File: src/rtl/prefetch_rd_slice.sv
// Registered AXI read-path slice: two-entry skid buffers on AR and R, with a
// programmable cap on read bursts in flight at DDR and a sticky underflow flag.

// Handshake rule for every channel here: a transfer happens on a rising clk
// edge where valid && ready; valid never waits on ready, and once valid is
// high the payload holds stable until that transfer.
module prefetch_rd_slice_skid #(
    parameter int W = 8
) (
    input  logic         clk,
    input  logic         resetN,
    input  logic         in_valid,
    output logic         in_ready,
    input  logic [W-1:0] in_data,
    output logic         out_valid,
    input  logic         out_ready,
    output logic [W-1:0] out_data
);

    logic         main_valid, main_valid_nxt;
    logic [W-1:0] main_data, main_data_nxt;
    logic         skid_valid, skid_valid_nxt;
    logic [W-1:0] skid_data, skid_data_nxt;
    logic         drain, accept;

    assign drain     = main_valid && out_ready;
    assign accept    = in_valid && in_ready;
    assign out_valid = main_valid;
    assign out_data  = main_data;

    // in_ready is low whenever skid is full, so drain-from-skid never
    // coincides with an accept.
    always_comb begin
        main_valid_nxt = main_valid;
        main_data_nxt  = main_data;
        skid_valid_nxt = skid_valid;
        skid_data_nxt  = skid_data;
        if (drain) begin
            if (skid_valid) begin
                main_data_nxt  = skid_data;
                skid_valid_nxt = 1'b0;
            end else if (accept) begin
                main_data_nxt = in_data;
            end else begin
                main_valid_nxt = 1'b0;
            end
        end else if (accept) begin
            if (!main_valid) begin
                main_valid_nxt = 1'b1;
                main_data_nxt  = in_data;
            end else begin
                skid_valid_nxt = 1'b1;
                skid_data_nxt  = in_data;
            end
        end
    end

    always_ff @(posedge clk or negedge resetN) begin
        if (!resetN) begin
            main_valid <= 1'b0;
            main_data  <= '0;
            skid_valid <= 1'b0;
            skid_data  <= '0;
            in_ready   <= 1'b0;
        end else begin
            main_valid <= main_valid_nxt;
            main_data  <= main_data_nxt;
            skid_valid <= skid_valid_nxt;
            skid_data  <= skid_data_nxt;
            in_ready   <= !skid_valid_nxt;
        end
    end

endmodule

module prefetch_rd_slice #(
    parameter int ADDR_BITS            = 16,
    parameter int BURST_LEN_WIDTH      = 8,
    parameter int TID_WIDTH            = 8,
    parameter int LOG_BLOCK_DATA_BYTES = 0,
    parameter int OUTST_WIDTH          = 3
) (
    input  logic                              clk,
    input  logic                              resetN,
    input  logic                              s_ar_valid,
    output logic                              s_ar_ready,
    input  logic [ADDR_BITS-1:0]              s_ar_addr,
    input  logic [BURST_LEN_WIDTH-1:0]        s_ar_len,
    input  logic [TID_WIDTH-1:0]              s_ar_id,
    output logic                              m_ar_valid,
    input  logic                              m_ar_ready,
    output logic [ADDR_BITS-1:0]              m_ar_addr,
    output logic [BURST_LEN_WIDTH-1:0]        m_ar_len,
    output logic [TID_WIDTH-1:0]              m_ar_id,
    input  logic                              m_r_valid,
    output logic                              m_r_ready,
    input  logic [(8<<LOG_BLOCK_DATA_BYTES)-1:0] m_r_data,
    input  logic [TID_WIDTH-1:0]              m_r_id,
    input  logic                              m_r_last,
    output logic                              s_r_valid,
    input  logic                              s_r_ready,
    output logic [(8<<LOG_BLOCK_DATA_BYTES)-1:0] s_r_data,
    output logic [TID_WIDTH-1:0]              s_r_id,
    output logic                              s_r_last,
    input  logic [OUTST_WIDTH:0]              crs_outstLimit,
    output logic [OUTST_WIDTH:0]              outstCnt,
    output logic                              err_underflow
);

    localparam int DATA_W = 8 << LOG_BLOCK_DATA_BYTES;
    localparam int AR_W   = ADDR_BITS + BURST_LEN_WIDTH + TID_WIDTH;
    localparam int R_W    = DATA_W + TID_WIDTH + 1;

    logic            ar_main_valid;
    logic            ar_gate;
    logic            ar_fire;
    logic            r_last_fire;
    logic [AR_W-1:0] ar_out;
    logic [R_W-1:0]  r_out;

    // AR main entry holds its payload while the in-flight cap is reached.
    assign ar_gate    = (outstCnt < crs_outstLimit);
    assign m_ar_valid = ar_main_valid && ar_gate;

    prefetch_rd_slice_skid #(.W(AR_W)) u_ar_skid (
        .clk       (clk),
        .resetN    (resetN),
        .in_valid  (s_ar_valid),
        .in_ready  (s_ar_ready),
        .in_data   ({s_ar_id, s_ar_len, s_ar_addr}),
        .out_valid (ar_main_valid),
        .out_ready (m_ar_ready && ar_gate),
        .out_data  (ar_out)
    );

    assign {m_ar_id, m_ar_len, m_ar_addr} = ar_out;

    prefetch_rd_slice_skid #(.W(R_W)) u_r_skid (
        .clk       (clk),
        .resetN    (resetN),
        .in_valid  (m_r_valid),
        .in_ready  (m_r_ready),
        .in_data   ({m_r_last, m_r_id, m_r_data}),
        .out_valid (s_r_valid),
        .out_ready (s_r_ready),
        .out_data  (r_out)
    );

    assign {s_r_last, s_r_id, s_r_data} = r_out;

    assign ar_fire     = m_ar_valid && m_ar_ready;
    assign r_last_fire = m_r_valid && m_r_ready && m_r_last;

    // Increments only happen below the limit, so the counter cannot wrap.
    always_ff @(posedge clk or negedge resetN) begin
        if (!resetN) begin
            outstCnt      <= '0;
            err_underflow <= 1'b0;
        end else if (ar_fire && !r_last_fire) begin
            outstCnt <= outstCnt + {{OUTST_WIDTH{1'b0}}, 1'b1};
        end else if (!ar_fire && r_last_fire) begin
            if (outstCnt == '0) begin
                err_underflow <= 1'b1;
            end else begin
                outstCnt <= outstCnt - {{OUTST_WIDTH{1'b0}}, 1'b1};
            end
        end
    end

endmodule

File: config.mk
export PLATFORM = sky130hd
export DESIGN_NAME = prefetch_rd_slice
export DESIGN_NICKNAME = d
export VERILOG_FILES = /design/src/rtl/prefetch_rd_slice.sv
export SDC_FILE = /design/constraint.sdc
export NUM_CORES = 1
export LEC_CHECK = 0
export ABC_AREA = 1
export ABC_CLOCK_PERIOD_IN_PS = 3800
export CORE_AREA = 2 2 162 85
export CTS_CLUSTER_SIZE = 40
export DETAILED_ROUTE_END_ITERATION = 8
export DIE_AREA = 0 0 164 87
export PLACE_DENSITY = 0.63
export SYNTH_ARGS = -nofsm -noshare
export SYNTH_HDL_FRONTEND = slang
export SYNTH_SLANG_ARGS = --single-unit
File: constraint.sdc
create_clock -name clk -period 3.8 [get_ports clk]
set_clock_uncertainty 0.2 [all_clocks]
set_input_delay 0.76 -clock clk [delete_from_list [all_inputs] [get_ports clk]]
set_output_delay 0.76 -clock clk [all_outputs]
set_load 0.02 [all_outputs]
==> results_dict.tcl <==
set metrics [dict create \
    cts.path.max_buffers 2 \
    synth-compound-area-share_pct 4.52 \
    die_area_um2 14300 \
    setup_tns_ps 0 \
    grt_max_degree 68 \
    finalWeightedCongestion 0.821 \
    cts_buffers 9 \
    power-per-cell-area_nw_per_um2 866 \
    ctsHoldBuffers 0 \
    first_global_vias 4355 \
    globalRouteOverflowTotal 0 \
    synth.top_cells.by_area "dfrtp_1 (54%), nand2_1 (26%), nand4_1 (4.1%)" \
    reg2reg_setup_slack_ps 810 \
    rsz0062_at_grt "false" \
    cp_common_cell "nand2_1" \
    final_max_tran_viols 0 \
    regToRegEndpoint "outstCnt[3]$_DFFE_PN0P_" \
    syn-mean-instance-area_um2 8.02 \
    timing_hold_violations_final 0 \
    fraction_of_final_layout_cells_with_drive_strength_greater_than_1_pct 6.10 \
    power.static_leakage_uw 0.00335 \
    worstSetupPathType "in2out" \
    synth.top_cells.by_count "nand2_1 (343), dfrtp_1 (109), a21oi_1 (36)" \
    cts_tree "built" \
    grt_use_total_pct 20.0 \
    clk_pin_slew_ps 80 \
    power.ir.vdd_worst_v 0.000316 \
    number_of_h_tree_branching_levels 3 \
    yosys_most_used_dff "dfrtp_1" \
    core_um2 13000 \
    place_worst_setup_slack_ps 19.9 \
    drcViolationCount 0 \
    groute.layer.met2.usage_pct 28.9 \
    slew-limit-headroom_pct 41.3 \
    postRouteAntennaNets 0 \
    worstSetupEndpointType "output pin" \
    synthArstFlopShare_pct 100 \
    cp_cell_instances "clkdlybuf4s50_1 > inv_1 > ha_1 > nand2_1 > nand2_1 > nand2_2 > nand2_1 > nor2_1 > clkdlybuf4s50_1" \
    drt_pass1_iterations 5 \
    fin_crit_sh_pct 95.7 \
    timing.max_cap.violations 0 \
    synth.cell_area_um2 5040 \
    starting_drc_count_in_detailed_routing 331 \
    io_buffers 116 \
    highest_fanout_seen_on_the_critical_path 3 \
    timing_worst_slew_pin_value_ps 881 \
    global_route.usage.met3_pct 5.57 \
    muxShareOfSynthArea_pct 0 \
    timing.final.setup_violations 0 \
    grt_pass1_wl_um 22100 \
    synthSimpleGateAreaFrac_pct 33.1 \
    ys_seq_area_share_pct 54.2 \
    floorplan.initialDensity_pct 38.7 \
    num_vias 4418 \
    i_o_pins 117 \
    hold_path_startpoint "err_underflow$_DFFE_PN0P_" \
    postCtsSetupRepairBufs 0 \
    synth_net_count 695 \
    distinct_cell_type_count_after_synthesis 29 \
    min_period_ps 3640 \
    synth_fa_ha_area_share_pct 2.14 \
    ff2ff_path_depth 17 \
    cts.sink_count 109 \
    timing.fmax_ghz 0.275 \
    grt.busiest_layer "met1" \
    critPathRequiredTime_ps 2840 \
    synth_edf_count 0 \
    min_to "err_underflow$_DFFE_PN0P_" \
    yosysTopAreaCellShare_pct 54.2 \
    chipHeight_um 87 \
    crit_path_max_incr_delay_ps 630 \
    min_delay_path_depth 1 \
    number_of_warnings_issued_by_yosys 0 \
    area.growth.synth_to_final_pct 31.6 \
    status "finished clean" \
    synth_top_family_by_area "simple AND/OR/NAND/NOR gates" \
    insertion_delay_ps 350 \
    number_of_antenna_violations_at_the_first_check_in_global_routing 1 \
    grt_util_met1_pct 29.3 \
    vias_per_cell 4.83 \
    floorplan.die.width_um 164 \
    critPathSlowestCell "clkdlybuf4s50_1" \
    row_count 30 \
    finalWorstSetupSlack_ps 162 \
    clock-root-buffer "clkbuf_16" \
    design.final.nets 800 \
    cp.arrival_ps 2680 \
    routed_wl_um 13400 \
    place_hpwl_um 9200 \
    synth-xor-area-share_pct 0.696 \
    worst_hold_path_type "reg2reg" \
    synthMostInstantiatedCell "nand2_1" \
    synth_top_area_cell "dfrtp_1" \
    cp-start-kind "input port" \
    cts_resized 0 \
    critical_path.reg2reg.startpoint "outstCnt[1]$_DFFE_PN0P_" \
    number_of_instances_in_the_synthesized_netlist 628 \
    wl_per_cell_um 14.7 \
    post_layout_power_uw 5740 \
    synth.ff_latch_count 109 \
]
-- cell usage in the layout (no fill, tap or decap), drive strengths merged, types with 2 or more instances in the layout --
cell type,n
nand2,347
clkdlybuf4s50,115
dfrtp,109
a21oi,38
nand4,33
inv,29
nor2,24
buf,10
clkbuf,9
ha,7
xor2,3
o21ai,3
clkinv,2
nand3,2
-- worst max path at each step --
stage,slack [ps],startpoint,to
2_1_floorplan,510,crs_outstLimit[3],outstCnt[3]$_DFFE_PN0P_
3_3_place_gp,190,crs_outstLimit[3],outstCnt[3]$_DFFE_PN0P_
3_5_place_dp,20,crs_outstLimit[3],outstCnt[3]$_DFFE_PN0P_
4_1_cts,160,crs_outstLimit[3],m_ar_valid
5_1_grt,80,crs_outstLimit[3],m_ar_valid
6_report,160,crs_outstLimit[1],m_ar_valid
-- stage by stage --
| stage | instance area, um2 | instances | utilization (%) | hold slack [ps] |
|---|---|---|---|---|
| 6_report | 6630 | 915 | 50.9 | 258 |
| 5_1_grt | 6630 | 914 | 50.9 | 272 |
| 2_1_floorplan | 5040 | 628 | - | 236 |
| 3_5_place_dp | 6310 | 898 | 48.5 | 243 |
| 4_1_cts | 6630 | 914 | 50.9 | 264 |
| 3_3_place_gp | 6310 | 898 | 48.5 | 252 |
-- worst max-delay path, delay by kind of cell --
kind / cells / cell delay [ps]
adder cells (fa/ha/maj): 1 / 280
buffers and inverters: 3 / 1150
AND/OR/NAND/NOR: 5 / 490
-- per-layer routing --
metal | up-vias | part of all wire, %
li1 | 2182 | -
met1 | 2079 | 51
met2 | 141 | 41
met3 | 16 | 5.9
met4 | 0 | 1.2
met5 | - | 0
-- state kept, by name (all words and copies together) (netlist names) --
| name | flops |
|---|---|
| u_ar_skid.skid_valid | 1 |
| u_r_skid.out_valid | 1 |
| u_r_skid.skid_data | 17 |
| u_ar_skid.in_ready | 1 |
| u_r_skid.out_data | 17 |
| u_r_skid.skid_valid | 1 |
| u_ar_skid.skid_data | 32 |
| outstCnt | 4 |
| u_ar_skid.out_valid | 1 |
| u_r_skid.in_ready | 1 |
| u_ar_skid.out_data | 32 |
| err_underflow | 1 |
-- cell type report --
type | count | area [um2]
inverter | 25 | 93.8
multi-input combinational | 463 | 2050
sequential | 109 | 2730
timing repair buffer | 125 | 1230
clock buffer | 9 | 225
clock inverter | 7 | 87.6
fill | 1213 | 6400
antenna | 1 | 2.50
tap | 176 | 220
-- power breakdown --
| group | switching, uW | leakage [uW] | internal [uW] |
|---|---|---|---|
| Clock | 465 | 0.000154 | 529 |
| Sequential | 334 | 0.00132 | 1720 |
| Combinational | 1630 | 0.00187 | 1060 |
-- kinds of logic after synthesis --
logic type,after synthesis
compound gates,43
buf+inv,56
flops,109
fa+ha+maj,8
simple gates,408
xor+xnor,4
No activity file was read; power rests on OpenSTA's default activity.
